## src/rtl/apu_pkg.sv

```systemverilog
// Shared constants, state type and address helpers for the APU ARAM access controller.
package apu_pkg;

  localparam logic [15:0] SMP_DSPADDR = 16'h00F2;
  localparam logic [15:0] SMP_DSPDATA = 16'h00F3;
  localparam logic [11:0] IO_PAGE     = 12'h00F;

  typedef enum logic [1:0] {
    IDLE,
    SMP_ACC,
    DSP_ACC
  } mem_state_t;

  function automatic logic is_io_page(input logic [15:0] a);
    return a[15:4] == IO_PAGE;
  endfunction

  function automatic logic is_reg_port(input logic [15:0] a);
    return (a == SMP_DSPADDR) || (a == SMP_DSPDATA);
  endfunction

endpackage

```

## src/rtl/apu_dsp_regport.sv

```systemverilog
// DSPADDR latch and $00F2/$00F3 decode: drives the DSP register port and selects the
// read data returned to the SMP.
module apu_dsp_regport
  import apu_pkg::*;
(
  input  logic        CLK,
  input  logic        RST_N,
  input  logic        cap_i,
  input  logic        dec_i,
  input  logic [15:0] a_i,
  input  logic [7:0]  wdata_i,
  input  logic        we_n_i,
  input  logic        aram_rvalid_i,
  input  logic [7:0]  aram_rdata_i,
  input  logic [7:0]  dsp_reg_di_i,
  output logic [7:0]  smp_di_o,
  output logic [6:0]  dsp_reg_a_o,
  output logic [7:0]  dsp_reg_do_o,
  output logic        dsp_reg_we_o
);

  logic [7:0] dspaddr_q;
  logic [7:0] smp_di_q;
  logic [7:0] reg_do_q;
  logic       reg_we_q;
  logic       f3_rd_q;

  always_ff @(posedge CLK) begin
    if (!RST_N) begin
      dspaddr_q <= 8'h00;
      smp_di_q  <= 8'h00;
      reg_do_q  <= 8'h00;
      reg_we_q  <= 1'b0;
      f3_rd_q   <= 1'b0;
    end else begin
      reg_we_q <= 1'b0;
      if (cap_i) begin
        f3_rd_q <= 1'b0;
      end
      if (aram_rvalid_i) begin
        smp_di_q <= aram_rdata_i;
      end
      if (dec_i) begin
        if (!we_n_i) begin
          if (a_i == SMP_DSPADDR) begin
            dspaddr_q <= wdata_i;
          end else if ((a_i == SMP_DSPDATA) && !dspaddr_q[7]) begin
            // Bit 7 set makes the DSP register file read-only from the SMP.
            reg_we_q <= 1'b1;
            reg_do_q <= wdata_i;
          end
        end else begin
          if (a_i == SMP_DSPADDR) begin
            smp_di_q <= dspaddr_q;
          end else if (a_i == SMP_DSPDATA) begin
            f3_rd_q <= 1'b1;
          end
        end
      end
    end
  end

  // $00F3 reads track the DSP register file live until the next SMP capture.
  assign smp_di_o     = f3_rd_q ? dsp_reg_di_i : smp_di_q;
  assign dsp_reg_a_o  = dspaddr_q[6:0];
  assign dsp_reg_do_o = reg_do_q;
  assign dsp_reg_we_o = reg_we_q;

endmodule

```

## src/rtl/apu_mem_ctrl.sv

```systemverilog
// ARAM access controller: captures SMP steps, arbitrates SMP and DSP onto the single
// audio-RAM req/ack port and flags SMP accesses that miss their step deadline.
module apu_mem_ctrl
  import apu_pkg::*;
#(
  parameter bit IO_WRITE_THROUGH = 1'b1
) (
  input  logic        CLK,
  input  logic        RST_N,
  input  logic        SMP_CE,
  input  logic [15:0] SMP_A,
  input  logic [7:0]  SMP_DO,
  input  logic        SMP_WE_N,
  output logic [7:0]  SMP_DI,
  input  logic        DSP_REQ,
  input  logic [15:0] DSP_A,
  input  logic [7:0]  DSP_DO,
  input  logic        DSP_WE_N,
  output logic        DSP_ACK,
  output logic [7:0]  DSP_DI,
  output logic [6:0]  DSP_REG_A,
  output logic [7:0]  DSP_REG_DO,
  output logic        DSP_REG_WE,
  input  logic [7:0]  DSP_REG_DI,
  output logic        MEM_REQ,
  output logic [15:0] MEM_A,
  output logic [7:0]  MEM_DO,
  output logic        MEM_WE,
  input  logic        MEM_ACK,
  input  logic [7:0]  MEM_DI,
  output logic        LATE
);

  mem_state_t  state_q;
  logic        ce_d1_q;
  logic        dec_q;
  logic        smp_pend_q;
  logic        late_q;
  logic [15:0] lat_a_q;
  logic [7:0]  lat_do_q;
  logic        lat_we_n_q;
  logic        mem_req_q;
  logic [15:0] mem_a_q;
  logic [7:0]  mem_do_q;
  logic        mem_we_q;
  logic        dsp_ack_q;
  logic [7:0]  dsp_di_q;

  logic smp_cap;
  logic smp_aram;
  logic dsp_grant;
  logic aram_rvalid;

  assign smp_cap  = ce_d1_q && !smp_pend_q;
  assign smp_aram = lat_we_n_q ? !is_reg_port(lat_a_q)
                               : (!is_io_page(lat_a_q) || IO_WRITE_THROUGH);
  // Hold the DSP off while an SMP capture is imminent or outstanding, and during the
  // DSP_ACK cycle so a level request that has not yet dropped is not serviced twice.
  assign dsp_grant   = DSP_REQ && !ce_d1_q && !smp_pend_q && !dsp_ack_q;
  assign aram_rvalid = (state_q == SMP_ACC) && MEM_ACK && lat_we_n_q;

  always_ff @(posedge CLK) begin
    if (!RST_N) begin
      state_q    <= IDLE;
      ce_d1_q    <= 1'b0;
      dec_q      <= 1'b0;
      smp_pend_q <= 1'b0;
      late_q     <= 1'b0;
      lat_a_q    <= 16'h0000;
      lat_do_q   <= 8'h00;
      lat_we_n_q <= 1'b1;
      mem_req_q  <= 1'b0;
      mem_a_q    <= 16'h0000;
      mem_do_q   <= 8'h00;
      mem_we_q   <= 1'b0;
      dsp_ack_q  <= 1'b0;
      dsp_di_q   <= 8'h00;
    end else begin
      ce_d1_q   <= SMP_CE;
      dec_q     <= 1'b0;
      dsp_ack_q <= 1'b0;

      if (ce_d1_q) begin
        if (smp_pend_q) begin
          late_q <= 1'b1;
        end else begin
          lat_a_q    <= SMP_A;
          lat_do_q   <= SMP_DO;
          lat_we_n_q <= SMP_WE_N;
          smp_pend_q <= 1'b1;
          dec_q      <= 1'b1;
        end
      end

      if (dec_q && !smp_aram) begin
        smp_pend_q <= 1'b0;
      end

      unique case (state_q)
        IDLE: begin
          if (smp_pend_q && smp_aram) begin
            state_q   <= SMP_ACC;
            mem_req_q <= 1'b1;
            mem_a_q   <= lat_a_q;
            mem_do_q  <= lat_do_q;
            mem_we_q  <= !lat_we_n_q;
          end else if (dsp_grant) begin
            state_q   <= DSP_ACC;
            mem_req_q <= 1'b1;
            mem_a_q   <= DSP_A;
            mem_do_q  <= DSP_DO;
            mem_we_q  <= !DSP_WE_N;
          end
        end
        SMP_ACC: begin
          if (MEM_ACK) begin
            state_q    <= IDLE;
            mem_req_q  <= 1'b0;
            smp_pend_q <= 1'b0;
          end
        end
        DSP_ACC: begin
          if (MEM_ACK) begin
            state_q   <= IDLE;
            mem_req_q <= 1'b0;
            dsp_di_q  <= MEM_DI;
            dsp_ack_q <= 1'b1;
          end
        end
        default: begin
          state_q   <= IDLE;
          mem_req_q <= 1'b0;
        end
      endcase
    end
  end

  apu_dsp_regport u_regport (
    .CLK           (CLK),
    .RST_N         (RST_N),
    .cap_i         (smp_cap),
    .dec_i         (dec_q),
    .a_i           (lat_a_q),
    .wdata_i       (lat_do_q),
    .we_n_i        (lat_we_n_q),
    .aram_rvalid_i (aram_rvalid),
    .aram_rdata_i  (MEM_DI),
    .dsp_reg_di_i  (DSP_REG_DI),
    .smp_di_o      (SMP_DI),
    .dsp_reg_a_o   (DSP_REG_A),
    .dsp_reg_do_o  (DSP_REG_DO),
    .dsp_reg_we_o  (DSP_REG_WE)
  );

  assign MEM_REQ = mem_req_q;
  assign MEM_A   = mem_a_q;
  assign MEM_DO  = mem_do_q;
  assign MEM_WE  = mem_we_q;
  assign DSP_ACK = dsp_ack_q;
  assign DSP_DI  = dsp_di_q;
  assign LATE    = late_q;

endmodule

```

## config.mk

```make
export PLATFORM = sky130hd
export DESIGN_NAME = apu_mem_ctrl
export DESIGN_NICKNAME = d
export VERILOG_FILES = /design/src/rtl/apu_pkg.sv /design/src/rtl/apu_dsp_regport.sv /design/src/rtl/apu_mem_ctrl.sv
export SDC_FILE = /design/constraint.sdc
export NUM_CORES = 1
export LEC_CHECK = 0
export BUFFER_PORTS_ARGS = -buffer_cell sky130_fd_sc_hd__buf_2
export CORE_ASPECT_RATIO = 0.8
export CORE_MARGIN = 2
export CORE_UTILIZATION = 54
export DETAILED_ROUTE_END_ITERATION = 10
export HOLD_SLACK_MARGIN = 0.1
export PLACE_DENSITY_LB_ADDON = 0.12
export SLEW_MARGIN = 5
export SYNTH_ARGS = -nofsm -noshare
export SYNTH_HDL_FRONTEND = slang
export SYNTH_SLANG_ARGS = --single-unit
```

## constraint.sdc

```tcl
create_clock -name CLK -period 2.7 [get_ports CLK]
set_input_delay 0.135 -clock CLK [delete_from_list [all_inputs] [get_ports CLK]]
set_output_delay 0.135 -clock CLK [all_outputs]
set_load 0.02 [all_outputs]
```

==> results of run 1 <==
[area by class of cell]
type	count	area (sq um)	share of cell area [%]
clock inverters	5	83.8	1.63
inverters	9	33.8	0.657
multi-input cells	279	1860	36.1
repair buffers	174	1080	20.9
flip-flops and latches	92	1840	35.8
well taps	87	109	2.12
clock buffers	11	141	2.75
[timing repair]
item | CTS | global route
setup buffers | 0 | 0
hold endpoints to repair | 38 | 0
hold buffers | 38 | 0
[worst max-delay path, cell delays in order, from the launching register on]
cell     delay, ns
dfxtp_1       0.34
nor4b_2       0.50
nand3_2       0.22
o31a_1        0.62
o221a_1       0.38
[registers in the layout (all words and copies together) (netlist names), 8 cells and up]
signal	cells
lat_do_q	8
MEM_A	16
u_regport.smp_di_q	8
MEM_DO	8
lat_a_q	16
u_regport.dspaddr_q	8
u_regport.dsp_reg_do_o	8
DSP_DI	8
[stage by stage]
stage | cell area [sq um] | hold WS, ns
6_report | 5140 | 0.115
5_1_grt | 5140 | 0.116
4_1_cts | 5140 | 0.104
3_5_place_dp | 4540 | 0.345
3_3_place_gp | 4540 | 0.347
2_1_floorplan | 3920 | 0.259
[layout by cell type (no fill, tap or decap), types with 6 or more instances in the layout]
master	synthesis	routed
buf_4	8	6
inv_1	9	9
dfxtp_1	92	92
mux2_2	16	16
mux2i_1	24	24
o21a_1	20	20
a21oi_1	39	39
o221a_1	20	20
dlygate4sd3_1	0	38
buf_2	2	130
nand3_1	12	12
clkbuf_8	0	10
nand2_1	98	98
[kinds of logic (layout without fill, tap and decap cells)]
logic type,after synthesis,after routing,share of synthesized area [%]
AOI/OAI and AO/OA,96,96,18.1
adders and majority gates,3,3,0.957
buffers and inverters,45,199,5.71
DFF,92,92,47.0
muxes,40,40,10.7
and+or+nand+nor,140,140,17.6
[metal layers]
metal  wire, um  share of wire (%)
met2       4960                 47
met4         57               0.55
met3        937                9.0
met1       4500                 43
met5          0                  0
[where the power goes]
part	leakage [nW]	switching, W	internal, W	total, W
Clock	0.106	0.000477	0.000551	0.00103
Sequential	0.751	0.0000699	0.00145	0.00152
Combinational	1.45	0.000308	0.000239	0.000547
Total	2.31	0.000855	0.00224	0.00309
[worst paths after layout]
kind,startpoint,end,slack [ns],cells after the start
worst max-delay path,lat_a_q[15]$_SDFFE_PN0P_,MEM_A[13]$_SDFFE_PN0P_,0.51,4
worst min-delay path,DSP_A[4],MEM_A[4]$_SDFFE_PN0P_,0.12,3
worst max register to register,lat_a_q[15]$_SDFFE_PN0P_,MEM_A[13]$_SDFFE_PN0P_,0.51,4
worst min register to register,MEM_A[6]$_SDFFE_PN0P_,MEM_A[6]$_SDFFE_PN0P_,0.45,2
==> impl_metrics.tcl, run 1 <==
set metrics [dict create \
    synth_seq_cells 92 \
    fin_crit_ns 2.19 \
    die_y_um 80.2 \
    layout_setup_ws_ns 0.510 \
    synthMostInstantiatedCell "nand2_1" \
    finClkSkew_ns 0.0105 \
    drt_iter0_drc 167 \
    fillCellCount 554 \
    seq_area_frac_synth_pct 47.0 \
    async_flop_share_pct 0 \
    place_ws_ns 0.503 \
    cts-buffers-inserted 9 \
    antennaDiodeCount 0 \
    finalPower_w 0.00309 \
    ant_nets 0 \
    synth_cells 416 \
    yosys.area.top_type "dfxtp_1" \
    clockRootBuffer "clkbuf_8" \
    status "finished, final reports clean" \
    area_growth_pct 31.2 \
    wire_per_inst_um 15.9 \
    p_per_area_mw_per_mm2 601 \
    setup_viol 0 \
    tritoncts "yes" \
    crit_type "reg -> reg" \
    final_util_pct 73.9 \
    drv_cap 0 \
    gr-total-overflow 0 \
    yosysUniqueCellTypes 44 \
    leakagePower_nw 2.31 \
    port-buffer-count 130 \
    row_count 27 \
    io_pins 131 \
    yosys.area.top_type_share_pct 47.0 \
    worstSetupEndpointType "flop" \
    synth_ff_type "dfxtp_1" \
    max_freq_ghz 0.457 \
    synth.avg_cell_area_sq_um 9.43 \
    dp_cells 603 \
    met3_usage_pct 6.53 \
    dieWidth_um 99.3 \
    finalCritPeriodShare_pct 81.1 \
    insertion_delay_ns 0.35 \
    drc 0 \
    hold_viol 0 \
    critPathLaunchType "flop" \
    start_util_pct 56.3 \
    worst_pin_slew_ns 0.893 \
    place_hpwl_um 7150 \
    synth_area_leaders "dfxtp_1 47%, nand2_1 9.4%, mux2i_1 6.1%" \
    cp.required_ns 2.94 \
    relSlewSlack_pct 40.4 \
    cts_max_level 3 \
    vias_per_cell 5.54 \
    clkTransAtPathRegs_ns 0.09 \
    rsz0062_at_grt "no" \
    grtUsageMet2_pct 43.6 \
    cp_max_fo 20 \
    grt-busiest-layer "met2" \
    vias 3637 \
    dieArea_sq_mm 0.00796 \
    clk_path_buf_depth 2 \
    slew_violations 0 \
    grt_usage_pct 26.1 \
    met1_usage_pct 34.2 \
    cts.sinks 92 \
    drive_above_1_share_pct 30.9 \
    layout.nets 639 \
    yosysWarnings 0 \
    worstPathArrival_ns 2.43 \
    first_global_vias 3395 \
    synth_area_sq_mm 0.00392 \
    syn_nets 490 \
    place_congestion 0.831 \
    postRouteWirelength_um 10500 \
    peakVddDrop_mv 0.367 \
    hp-class "in -> reg" \
    first_pass_iters 4 \
    grt_start_max_net_pins 62 \
    synth-edff-count 0 \
    final.setup.tns_ns 0 \
    layout.cells.non_filler 657 \
    antenna_found_initial 0 \
    cts_resized 0 \
    synth_common_cells "98 x nand2_1, 92 x dfxtp_1, 39 x a21oi_1" \
    grt_pass1_wl_um 16300 \
    core-area_sq_mm 0.00696 \
]
(Power assumes the default switching activity.)
==> run 2: changes to the inputs <==
- ABC_AREA: not set -> 1
- CORE_UTILIZATION: 54 -> 51
- clock period: 2.7 -> 2.2 ns (I/O delays scaled with it)
==> run 2 against run 1 <==
Effect of this change:
- largest cell class is now registers
- flip-flop and latch count stayed put
- first-iteration DRC count is 4.2% lower
- via count is 9.0% higher
- sequential power is 22% higher
- maximum frequency is 18% higher
- design area is 5.3% higher
==> impl_metrics.tcl, run 2 <==
set metrics [dict create \
    status "finished, final reports clean" \
    setup_viol 0 \
    async_flop_share_pct 0 \
    tritoncts "yes" \
    die_y_um 83.7 \
    cp_max_fo 45 \
    critPathLaunchType "flop" \
    hp-class "in -> reg" \
    drive_above_1_share_pct 22.8 \
    ant_nets 0 \
    layout.cells.non_filler 846 \
    placedInstanceArea_sq_mm 0.00469 \
    rsz0062_at_grt "no" \
    cts_resized 0 \
    yosys.area.top_type_share_pct 45.5 \
    first_pass_iters 5 \
    drv_cap 0 \
    post_cts_buffers 0 \
    relSlewSlack_pct 67.1 \
    max_freq_ghz 0.540 \
    yosysWarnings 0 \
    dieWidth_um 104 \
    synth_seq_cells 92 \
    synth_ff_type "dfxtp_1" \
    yosys.area.top_type "dfxtp_1" \
    synth_cells 570 \
    layout.nets 807 \
    worstSetupEndpointType "flop" \
    gr-total-overflow 0 \
    crit_type "reg -> reg" \
    synth-edff-count 0 \
    drc 0 \
    finClkSkew_ns 0.0126 \
    rrSetupSlack_ns 0.35 \
    cp.required_ns 2.46 \
    dieArea_sq_mm 0.00867 \
    leakagePower_nw 2.70 \
    postRouteWirelength_um 9980 \
    antenna_found_initial 0 \
    synth_common_cells "112 x nand2_1, 92 x dfxtp_1, 82 x o21ai_0" \
    final_area_sq_mm 0.00542 \
    row_count 29 \
    hold_viol 0 \
    synth.avg_cell_area_sq_um 7.11 \
    clkTransAtPathRegs_ns 0.09 \
    grt_start_max_net_pins 52 \
    synth_area_leaders "dfxtp_1 45%, nand2_1 10%, o21ai_0 10%" \
    peakVddDrop_mv 0.430 \
    synthMostInstantiatedCell "nand2_1" \
    first_global_vias 3622 \
    cts-buffers-inserted 9 \
    p_per_area_mw_per_mm2 726 \
    io_pins 131 \
    port-buffer-count 130 \
    core-area_sq_mm 0.00780 \
    layout_common_cells "130 x buf_2, 112 x nand2_1, 92 x dfxtp_1" \
    insertion_delay_ns 0.35 \
    clockRootBuffer "clkbuf_8" \
    antennaDiodeCount 0 \
    place_hpwl_um 6930 \
    cts_max_level 3 \
    yosysUniqueCellTypes 22 \
    slew_violations 0 \
    grt_usage_pct 23.2 \
    final_common_cell "buf_2" \
    vias 3963 \
    fin_crit_ns 1.85 \
    worst_pin_slew_ns 0.493 \
    wire_per_inst_um 11.8 \
    grt_pass1_wl_um 16700 \
    worstPathArrival_ns 2.11 \
    final.setup.tns_ns 0 \
    clk_path_buf_depth 2 \
    syn_nets 644 \
    vias_per_cell 4.68 \
    fillCellCount 684 \
    finalPower_w 0.00393 \
    start_util_pct 51.9 \
    drt_iter0_drc 160 \
    dp_cells 780 \
    synth_area_sq_mm 0.00405 \
    seq_area_frac_synth_pct 45.5 \
    place_congestion 0.817 \
    finalCritPeriodShare_pct 84.2 \
    cts.sinks 92 \
    area_growth_pct 33.7 \
]
## run 2: per-layer routing
layer	part of all wire [%]	wire, um	GRT usage [%]
met4	1.4	139	6.76
met5	0	0	0
met2	45	4510	37.8
met3	5.6	556	4.37
met1	48	4780	31.7
## run 2: what timing repair did
item | in CTS | in global routing
hold endpoints to repair | 51 | 0
hold buffers | 50 | 0
setup endpoints to repair | 0 | 0
## run 2: cell type report
cell class | count | area, sq um | share of cell area, %
clock buffers | 13 | 159 | 2.93
clock inverters | 3 | 68.8 | 1.27
inverters | 83 | 312 | 5.75
multi-input cells | 360 | 1680 | 31.1
flip-flops and latches | 92 | 1840 | 34.0
well taps | 108 | 135 | 2.49
repair buffers | 187 | 1220 | 22.5
## run 2: kinds of logic after synthesis
logic type / Yosys count / share of synthesized area (%)
AO/OA/AOI/OAI: 137 / 17.0
multiplexers: 11 / 3.06
buffers and inverters: 118 / 12.9
adder cells (fa/ha/maj): 3 / 0.927
flip-flops: 92 / 45.5
AND/OR/NAND/NOR: 209 / 20.6
## run 2: worst paths after layout
kind | cells after the start | to | from
worst min register to register | 2 | u_regport.dsp_reg_do_o[0]$_SDFFE_PN0P_ | u_regport.dsp_reg_do_o[0]$_SDFFE_PN0P_
worst max register to register | 11 | MEM_DO[3]$_SDFFE_PN0P_ | lat_a_q[2]$_SDFFE_PN0P_
worst min-delay path | 5 | MEM_DO[4]$_SDFFE_PN0P_ | DSP_DO[4]
worst max-delay path | 11 | MEM_DO[3]$_SDFFE_PN0P_ | lat_a_q[2]$_SDFFE_PN0P_
## run 2: through the flow
stage	setup slack (ns)	util, %	hold WS [ns]
floorplan	0.743	-	0.208
global placement	0.417	60.1	0.304
detailed placement	0.369	60.1	0.301
CTS	0.356	69.4	0.101
global route	0.105	69.4	0.122
finish	0.349	69.4	0.106
## run 2: worst max-delay path: stages (launching register included)
cell     delay (ns)
dfxtp_1        0.32
nor2_1         0.13
nand3_1        0.10
nor2_2         0.13
nand2_1        0.13
nand2_1        0.09
nand2_2        0.07
nand2_4        0.08
buf_4          0.34
o21ai_0        0.17
nor2_1         0.11
nor2_1         0.05
## run 2: where the power goes
part / internal [W] / leakage (nW) / switching [W]
Clock: 0.000707 / 0.114 / 0.000577
Sequential: 0.00179 / 0.753 / 0.0000718
Combinational: 0.000316 / 1.83 / 0.000469
==> run 3: changes to the inputs <==
- clock period: 2.2 -> 1.85 ns (I/O delays scaled with it)
==> run 3 against run 2 <==
Effect of this change:
- first-iteration DRC count increased by 2.5%
- maximum frequency increased by 6.1%
- largest cell class unchanged
- combinational power increased by 35%
==> impl_metrics.tcl, run 3 (same netlist as run 2, synthesis figures left out) <==
set metrics [dict create \
    cts-buffers-inserted 9 \
    final_common_cell "buf_2" \
    drc 0 \
    drt-met1-wl_um 4910 \
    hp-class "in -> reg" \
    slew_violations 0 \
    relSlewSlack_pct 66.4 \
    drt_iter0_drc 164 \
    io_pins 131 \
    fillCellCount 647 \
    grt_pass1_wl_um 17700 \
    grt_start_max_net_pins 59 \
    grt_usage_pct 25.1 \
    dieWidth_um 104 \
    vias 4130 \
    final_util_pct 72.3 \
    critPathLaunchType "flop" \
    max_freq_ghz 0.573 \
    met2_length_um 5400 \
    top_layer "met4" \
    cp_max_fo 19 \
    cp.required_ns 2.11 \
    drv_cap 0 \
    clk_path_buf_depth 2 \
    p_per_area_mw_per_mm2 864 \
    fin_crit_ns 1.75 \
    cts_max_level 3 \
    cts.sinks 92 \
    hold_ws_ns 0.102 \
    worstSetupEndpointType "flop" \
    finalPower_w 0.00487 \
    worstPathArrival_ns 2.01 \
    wire_per_inst_um 13.1 \
    gr-total-overflow 0 \
    peakVddDrop_mv 0.636 \
    antennaDiodeCount 0 \
    dieArea_sq_mm 0.00867 \
    first_global_vias 3856 \
    status "finished, final reports clean" \
    worst_pin_slew_ns 0.504 \
    clockRootBuffer "clkbuf_8" \
    postRouteWirelength_um 11200 \
    crit_type "reg -> reg" \
    antenna_found_initial 0 \
    setup_viol 0 \
    row_count 29 \
    vias_per_cell 4.81 \
    ant_nets 0 \
    drive_above_1_share_pct 24.0 \
    finClkSkew_ns 0.0133 \
    finalCritPeriodShare_pct 94.3 \
    core-area_sq_mm 0.00780 \
    wl_met3_um 775 \
    post_cts_buffers 0 \
    hold_viol 0 \
    first_pass_iters 5 \
    tritoncts "yes" \
    insertion_delay_ns 0.36 \
    layout.nets 821 \
    clkTransAtPathRegs_ns 0.09 \
    final.setup.tns_ns 0 \
    port-buffer-count 130 \
    leakagePower_nw 2.80 \
    die_y_um 83.7 \
    start_util_pct 51.9 \
    area_growth_pct 39.2 \
    place_hpwl_um 7040 \
    layout_common_cells "130 x buf_2, 110 x nand2_1, 90 x dfxtp_1" \
    place_congestion 0.781 \
]
-- run 3: per-layer routing --
metal	up-vias	track usage [%]
li1	2121	-
met1	1846	31.5
met2	151	42.3
met3	12	7.49
met4	0	7.00
met5	-	0
-- run 3: cell type report --
| class | count | area (sq um) | area share (%) |
|---|---|---|---|
| Clock buffer | 10 | 138 | 2.44 |
| Tap cell | 108 | 135 | 2.40 |
| Multi-Input combinational cell | 360 | 1710 | 30.3 |
| Sequential cell | 92 | 1840 | 32.7 |
| Timing Repair Buffer | 201 | 1400 | 24.9 |
| Inverter | 83 | 312 | 5.53 |
| Clock inverter | 4 | 98.8 | 1.75 |
-- run 3: timing repair --
action | CTS | global route
gates resized for setup | 0 | 7
setup endpoints to repair | 0 | 23
hold buffers | 57 | 0
endpoints found under the hold margin | 58 | 0
-- run 3: worst paths after layout --
check                                         startpoint                                     end  slack, ns  cells past startpoint
hold reg to reg   u_regport.dsp_reg_do_o[1]$_SDFFE_PN0P_  u_regport.dsp_reg_do_o[1]$_SDFFE_PN0P_       0.45                      2
setup / recovery                 lat_a_q[5]$_SDFFE_PN0P_                  MEM_A[11]$_SDFFE_PN0P_       0.10                     14
hold / removal                                  SMP_A[1]                 lat_a_q[1]$_SDFFE_PN0P_       0.10                      3
setup reg to reg                 lat_a_q[5]$_SDFFE_PN0P_                  MEM_A[11]$_SDFFE_PN0P_       0.10                     14
-- run 3: stage by stage --
| step | setup WS, ns | instance area (sq um) | cells |
|---|---|---|---|
| finish | 0.105 | 5640 | 858 |
| global route | -0.00912 | 5640 | 858 |
| CTS | 0.0946 | 5540 | 855 |
| detailed placement | 0.128 | 4730 | 784 |
| global placement | 0.192 | 4730 | 784 |
| floorplan | 0.393 | 4050 | 570 |
-- run 3: worst max-delay path: stages, from the launching register on --
cell and delay, ns:
dfxtp_1 0.36, nand2_1 0.08, inv_1 0.06, nand2_1 0.10
nor2_2 0.13, nand2_2 0.09, nand2_1 0.08, nand2_2 0.07
nand2_4 0.13, nand2_4 0.09, nand2_8 0.12, clkbuf_16 0.20
nand2_1 0.06, nand2_1 0.05, nor2_1 0.04
-- run 3: power by group --
part / leakage (nW) / total, W / internal [W] / switching, W
registers: 0.754 / 0.00222 / 0.00213 / 0.0000866
clock network: 0.118 / 0.00159 / 0.000922 / 0.000668
logic: 1.93 / 0.00106 / 0.000452 / 0.000611
